### src/rtl/fp_pipe_pkg.sv
// fp_pipe_pkg: shared state encoding and occupancy helpers for FP pipeline stages
package fp_pipe_pkg;
  typedef enum logic [1:0] {EMPTY, ONE, TWO} pipe_state_t;
  localparam logic [1:0] OCC_EMPTY = 2'd0;
  localparam logic [1:0] OCC_ONE   = 2'd1;
  localparam logic [1:0] OCC_TWO   = 2'd2;
  function automatic logic [1:0] occupancy(input pipe_state_t s);
    return s == TWO ? OCC_TWO : s == ONE ? OCC_ONE : OCC_EMPTY;
  endfunction
endpackage

### src/rtl/register_n.sv
// register_n: WIDTH-bit enabled register with asynchronous reset to RESET_VALUE
module register_n #(
  parameter int WIDTH = 32,
  parameter logic [WIDTH-1:0] RESET_VALUE = '0
) (
  input  logic             clk,
  input  logic             reset,
  input  logic             writeEnable,
  input  logic [WIDTH-1:0] dataIn,
  output logic [WIDTH-1:0] dataOut
);
  logic [WIDTH-1:0] data_q, data_d;
  always_comb data_d = writeEnable ? dataIn : data_q;
  always_ff @(posedge clk or posedge reset)
    if (reset) data_q <= RESET_VALUE;
    else data_q <= data_d;
  assign dataOut = data_q;
endmodule

### src/rtl/pipe_reg_skid.sv
// pipe_reg_skid: valid/ready pipeline stage with 2-entry skid buffer and flush
module pipe_reg_skid
  import fp_pipe_pkg::*;
#(
  parameter int WIDTH = 32,
  parameter logic [WIDTH-1:0] RESET_VALUE = '0
) (
  input  logic             clk,
  input  logic             reset,
  input  logic             flush,
  input  logic             inValid,
  output logic             inReady,
  input  logic [WIDTH-1:0] dataIn,
  output logic             outValid,
  input  logic             outReady,
  output logic [WIDTH-1:0] dataOut,
  output logic [1:0]       count
);
  pipe_state_t state_q, state_d;
  logic push, pop, main_we, skid_we;
  logic [WIDTH-1:0] main_d, skid_q;
  always_comb begin
    push    = inValid & inReady;
    pop     = outValid & outReady;
    state_d = flush ? EMPTY :
              state_q == EMPTY ? (push ? ONE : EMPTY) :
              state_q == ONE   ? (push & !pop ? TWO : !push & pop ? EMPTY : ONE) :
              (pop ? ONE : TWO);
    // slots are only written on an accepted transfer, so X on an idle dataIn never lands
    main_we = !flush & (state_q == TWO ? pop : push & (state_q == EMPTY | pop));
    skid_we = !flush & state_q == ONE & push & !pop;
    main_d  = state_q == TWO ? skid_q : dataIn;
  end
  always_ff @(posedge clk or posedge reset)
    if (reset) state_q <= EMPTY;
    else state_q <= state_d;
  assign outValid = state_q != EMPTY;
  assign inReady  = state_q != TWO;
  assign count    = occupancy(state_q);
  register_n #(.WIDTH(WIDTH), .RESET_VALUE(RESET_VALUE)) u_main (
    .clk(clk), .reset(reset), .writeEnable(main_we), .dataIn(main_d), .dataOut(dataOut)
  );
  register_n #(.WIDTH(WIDTH), .RESET_VALUE(RESET_VALUE)) u_skid (
    .clk(clk), .reset(reset), .writeEnable(skid_we), .dataIn(dataIn), .dataOut(skid_q)
  );
endmodule

### config.mk
export PLATFORM = sky130hd
export DESIGN_NAME = pipe_reg_skid
export DESIGN_NICKNAME = d
export VERILOG_FILES = /design/src/rtl/fp_pipe_pkg.sv /design/src/rtl/register_n.sv /design/src/rtl/pipe_reg_skid.sv
export SDC_FILE = /design/constraint.sdc
export NUM_CORES = 1
export LEC_CHECK = 0
export ABC_AREA = 0
export CORE_MARGIN = 8
export CORE_UTILIZATION = 25
export CTS_BUF_LIST = sky130_fd_sc_hd__clkbuf_4 sky130_fd_sc_hd__clkbuf_8 sky130_fd_sc_hd__clkbuf_16
export DETAILED_ROUTE_END_ITERATION = 10
export PLACE_DENSITY = 0.46
export SLEW_MARGIN = 30
export SYNTH_ARGS = -nofsm -noshare
export SYNTH_HDL_FRONTEND = slang
export SYNTH_SLANG_ARGS = --single-unit
### constraint.sdc
create_clock -name clk -period 3 [get_ports clk]
set_clock_uncertainty 0.1 [all_clocks]
set_input_delay 0.6 -clock clk [delete_from_list [all_inputs] [get_ports clk]]
set_output_delay 0.6 -clock clk [all_outputs]
set_load 0.01 [all_outputs]
==> summary.txt, run 1 <==
Min path
  • Worst Hold Class: flop to flop

Synth
  • Post-synthesis cell area: approximately 3000 sq um
  • Register bit total from synthesis: 66
  • Avg Cell Area, Syn: between 15 and 20 sq um
  • Yosys top cell by area: dfrtp_1
  • Syn. warnings: 0
  • Syn Nets: 230
  • Post-synthesis sequential area ratio: 55.6%
  • Synth cell types: 20
  • Synth top area share: 55.6%
  • Gate Count Post-Synth: 192
  • Top area cells in the synthesized netlist: dfrtp_1 (56%), mux2_2 (35%), buf_6 (2.3%)

Clock network
  • CTS Hold Bufs: 0
  • Worst-path clk slew: around 50 ps
  • CTS tree: done
  • Postcts setup bufs: 0
  • Clk_lat worst skew: 320 ps
  • Clk buf depth: 2
  • CTS resizes: 0
  • H-tree levels: 3
  • Num CTS Buffers: 9
  • CTS root buf: clkbuf_16
  • Num Clock Sinks: 66

STA
  • Fin crit period: 2320 ps
  • Worst slew pin tran: 364 ps
  • Period utilisation layout: 77.4%
  • Setup_tns: 0 ps
  • Rel. slew slack: between 70% and 80%
  • RSZ-0062 raised after global routing: no
  • Hold Fails Final Rpt: 0
  • Final Setup Violations: 0
  • Fmax: around 0.43 GHz
  • Fin. max-slew vios: 0

Worst setup path
  • Critical Path RT: 2300 ps
  • Crit end category: output port
  • Worst Path Max Fanout: 6
  • CP startpoint kind: flop
  • Worst Setup Path Type: flop to output port
  • Worst path arrival time: around 1600 ps

Global route
  • Antenna violations before repair: 0
  • Met3 usage: 3.53%
  • Grt met1 use: around a tenth
  • Overflow after GRT: 0
  • Largest net degree at the start of global routing: between 60 and 70
  • Vias in the first global route: 2039
  • GRT Overall Usage: between 8 and 9%
  • GR Util met2: 14.4%
  • GRT busiest layer: met2
  • First-pass GRT wire length: 10800 um

Power
  • Pwr Density: approximately 700 nW/um^2
  • Total power: 2910 uW
  • Leakage: 0.00168 uW
  • Peak supply drop: roughly 0.2 mV

Placement
  • Hpwl dp: 4240 um
  • RD Place Congestion: 0.646
  • Placed instance count: 405
  • I/O Buffers: 72

Route
  • Via count: around 1800
  • # DRC: 0
  • WL per Instance: ~15 um
  • Drt total wl: 6490 um
  • Initial DRC Count: just under 100
  • TritonRoute pass-1 iters: 2
  • Routed Antenna Nets: 0
  • Vias/cell: 4.32

Cells and area
  • Most frequent cells in the layout: mux2_2 (93), clkdlybuf4s50_1 (72), dfrtp_1 (66)
  • Commonest non-fill, non-tap cell in the layout: mux2_2
  • Fin cells: 421
  • N_diodes: 0
  • Synth-to-Final Area Change: 39.1%
  • Layout cells sized above 1: 43.8%
  • Final nets: approximately 300

Die
  • DIE AREA: 15600 sq um
  • Die height: around 120 um
  • Initial core utilization: 25.1%
  • Cell row count: 40
  • Die X: approximately 120 um
  • Core area: around 12000 sq um
  • Io pins: 73

Status
  • Run status: completed

Job
  • Max cap viols: 0
synthesized netlist by cell type:
| master | count |
|---|---|
| mux2_2 | 93 |
| buf_4 | 4 |
| nor2_1 | 2 |
| ha_1 | 1 |
| nor2b_2 | 1 |
| a21oi_1 | 1 |
| clkbuf_2 | 1 |
| nand3b_1 | 1 |
| nor2b_1 | 4 |
| a211oi_1 | 1 |
| mux2_1 | 3 |
| nand2_1 | 1 |
| and3_1 | 1 |
| or2_2 | 1 |
| nor3_1 | 1 |
| inv_1 | 2 |
| mux2i_1 | 1 |
| buf_6 | 6 |
| o31ai_4 | 1 |
| dfrtp_1 | 66 |
per-stage QoR:
stage | instance area [sq um] | setup WS (ps) | util, % | hold slack [ps]
after detailed placement | 3850 | 621 | 32.6 | 382
after CTS | 4130 | 646 | 35.0 | 395
after global routing | 4130 | 591 | 35.0 | 407
after global placement | 3850 | 651 | 32.6 | 365
after floorplan | 2970 | 645 | - | 352
final | 4130 | 679 | 35.0 | 387
area by class of cell:
type	instances	area, sq um
Timing Repair Buffer	77	796
Sequential cell	66	1650
Inverter	2	7.51
Clock buffer	13	262
Clock inverter	3	15.0
Fill cell	1189	7680
Multi-Input combinational cell	113	1220
Tap cell	147	184
worst max-delay path: stages, from the launching register on:
cell	delay, ps
dfrtp_1	500
nor2b_2	240
clkdlybuf4s50_1	560
state kept, by name (all words and copies together), names as in the netlist:
signal and cells:
u_skid.dataOut 32, state_q 2, u_main.dataOut 32
routing by layer:
| layer | vias to the layer above | part of all wire [%] | routed length (um) |
|---|---|---|---|
| met4 | 0 | 1.7 | 110 |
| met5 | - | 0 | 0 |
| met1 | 926 | 44 | 2890 |
| met2 | 43 | 48 | 3120 |
| li1 | 841 | - | - |
| met3 | 7 | 5.8 | 375 |
kinds of logic after synthesis:
group | after synthesis | synth area share, %
AO/OA/AOI/OAI | 3 | 1.14
adder cells (fa/ha/maj) | 1 | 0.421
buffers and inverters | 13 | 3.71
flip-flops | 66 | 55.6
multiplexers | 97 | 36.7
AND/OR/NAND/NOR | 12 | 2.36
where the power goes:
group / switching (uW) / internal (uW) / total, uW
sequential: 122 / 1140 / 1260
clock: 354 / 605 / 959
combinational: 229 / 455 / 685
final timing paths:
path / from / end / slack [ps] / cells past startpoint
setup / recovery: state_q[0]$_DFF_PP0_ / count[0] / 680 / 2
setup reg to reg: state_q[1]$_DFF_PP0_ / state_q[0]$_DFF_PP0_ / 1090 / 6
min in group asynchronous: reset / u_skid.dataOut[21]$_DFFE_PP0P_ / 570 / 3
hold reg to reg: u_skid.dataOut[23]$_DFFE_PP0P_ / u_skid.dataOut[23]$_DFFE_PP0P_ / 390 / 1
max in group asynchronous: reset / u_skid.dataOut[7]$_DFFE_PP0P_ / 1930 / 3
hold / removal: u_skid.dataOut[23]$_DFFE_PP0P_ / u_skid.dataOut[23]$_DFFE_PP0P_ / 390 / 1
Note: power is estimated with default switching activity, not from simulation.
==> run 2, diff against run 1 <==
PLACE_DENSITY = 0.48   (was 0.46)
clock period = 2.1 ns   (was 3 ns; I/O delays follow)
==> run 2 against run 1 <==
- die area did not move
- critical endpoint is now inReady
- utilization up 1.0 points
- via count increased by 1.5%
- routed wire length is 2.5% higher
- worst setup slack worse by 600 ps
- worst hold slack lost 13 ps
- sequential power up 43%
- non-clock buffer count grew 7
- sequential share of layout area is 1.0 points lower
- register-to-register slack worse by 820 ps
- highest routed layer unchanged
- global-route usage rose by 0.30 points
- power up 49%
==> summary.txt, run 2 (synthesis results as in run 1) <==
Worst setup path
  • Crit path max-delay family: buffers and inverters
  • Worst Setup Path Type: flop to output port
  • Critical Path RT: around 1600 ps
  • Worst path arrival time: around 1500 ps
  • Reg2reg setup slack: 270 ps
  • Slowest stage cell on the critical path: clkdlybuf4s50_1
  • CP startpoint kind: flop
  • Crit path cell chain: nor2b_4 > inv_1 > clkdlybuf4s50_1
  • Worst Path Max Fanout: 6
  • CP peak stage delay: 520 ps
  • CP Buf/Inv Count: 2
  • Crit end category: output port

Route
  • Drt total wl: between 6000 and 7000 um
  • Vias/cell: 4.32
  • Via count: between 1500 and 2000
  • # DRC: 0
  • Routed Antenna Nets: 0
  • WL per Instance: between 15 and 20 um
  • Initial DRC Count: 73
  • TritonRoute pass-1 iters: 2

Die
  • Core area: 11800 sq um
  • Die X: 125 um
  • Initial core utilization: 25.1%
  • Die height: 125 um
  • Cell row count: 40
  • Io pins: 73
  • DIE AREA: 15600 sq um

Global route
  • Vias in the first global route: approximately 2100
  • GRT Overall Usage: 9.19%
  • Largest net degree at the start of global routing: 28
  • Overflow after GRT: 0
  • First-pass GRT wire length: 11400 um
  • Antenna violations before repair: 0

Clock network
  • Worst-path clk slew: 50 ps
  • Clk buf depth: 2
  • Num CTS Buffers: 9
  • H-tree levels: 3
  • Num Clock Sinks: 66
  • Clk_lat worst skew: roughly 320 ps
  • CTS root buf: clkbuf_16
  • CTS Hold Bufs: 0
  • CTS tree: done

STA
  • Final Setup Violations: 0
  • Fmax: 0.494 GHz
  • Fin. max-slew vios: 0
  • Period utilisation layout: 96.4%
  • RSZ-0062 raised after global routing: no
  • Worst slew pin tran: 483 ps
  • Fin crit period: 2020 ps
  • Final WS setup: between 70 and 80 ps
  • Rel. slew slack: around two thirds
  • Hold Fails Final Rpt: 0

Placement
  • Worst slack, placed: -73.1 ps
  • I/O Buffers: 72
  • Hpwl dp: 4620 um
  • Placed instance count: 410
  • RD Place Congestion: between 0.6 and 0.7

Min path
  • Worst Hold Class: primary input to async pin

Cells and area
  • Layout cells sized above 1: 45.7%
  • Most frequent cells in the layout: mux2_2 (93), clkdlybuf4s50_1 (70), dfrtp_1 (64)
  • Fin cells: 427
  • N_diodes: 0
  • Final nets: between 300 and 400
  • Commonest non-fill, non-tap cell in the layout: mux2_2
  • Synth-to-Final Area Change: 43.1%

Job
  • Max cap viols: 0

Power
  • Leakage: 0.00175 uW
  • Pwr Density: 1020 nW/um^2
  • Peak supply drop: 0.333 mV

Status
  • Run status: completed
-- run 2: final timing paths --
path,cells past startpoint,from,end
worst min register to register,1,u_skid.dataOut[23]$_DFFE_PP0P_,u_skid.dataOut[23]$_DFFE_PP0P_
worst max-delay path,3,state_q[1]$_DFF_PP0_,inReady
worst min-delay path,2,reset,u_main.dataOut[25]$_DFFE_PP0P_
max in group asynchronous,3,reset,u_skid.dataOut[13]$_DFFE_PP0P_
worst max register to register,5,state_q[1]$_DFF_PP0_,u_main.dataOut[13]$_DFFE_PP0P_
min in group clk,1,u_skid.dataOut[23]$_DFFE_PP0P_,u_skid.dataOut[23]$_DFFE_PP0P_
-- run 2: per-layer routing --
| metal | up-vias | part of all wire [%] | routed length, um | track usage [%] |
|---|---|---|---|---|
| li1 | 858 | - | - | - |
| met1 | 932 | 46 | 3040 | 10.9 |
| met2 | 47 | 47 | 3140 | 14.5 |
| met3 | 8 | 5.5 | 366 | 3.36 |
| met4 | 0 | 1.7 | 110 | 4.30 |
| met5 | - | 0 | 0 | 0 |
-- run 2: repair_timing --
| item | CTS | global route |
|---|---|---|
| resized for setup | 3 | 1 |
| endpoints found under the setup margin | 4 | 2 |
| setup buffers | 1 | 1 |
-- run 2: final cells by class --
type | instances | area (sq um)
timing repair buffer | 84 | 875
inverter | 2 | 11.3
fill | 1166 | 7560
sequential | 66 | 1650
multi-input combinational | 113 | 1220
clock inverter | 2 | 35.0
clock buffer | 13 | 274
tap | 147 | 184
-- run 2: stage by stage --
stage | power (uW) | TNS [ps] | hold slack (ps) | cell area [sq um] | utilization [%]
2_1_floorplan | 2320 | 0 | 352 | 2970 | -
3_3_place_gp | 2810 | -1350 | 364 | 3920 | 33.2
3_5_place_dp | 2840 | -1860 | 380 | 3920 | 33.2
4_1_cts | 4420 | 0 | 376 | 4240 | 35.9
5_1_grt | 4570 | 0 | 400 | 4250 | 36.0
6_report | 4330 | 0 | 374 | 4250 | 36.0
-- run 2: where the power goes --
group	switching (uW)	internal, uW	total [uW]
clock network	510	1020	1530
registers	169	1630	1800
logic	336	664	999
total	1020	3310	4330
-- run 2: worst register-to-register path, cell delays in order (launching register included) --
cell	delay [ps]
dfrtp_2	430
nor2b_4	200
buf_4	160
buf_4	210
mux2_2	360
mux2_2	260
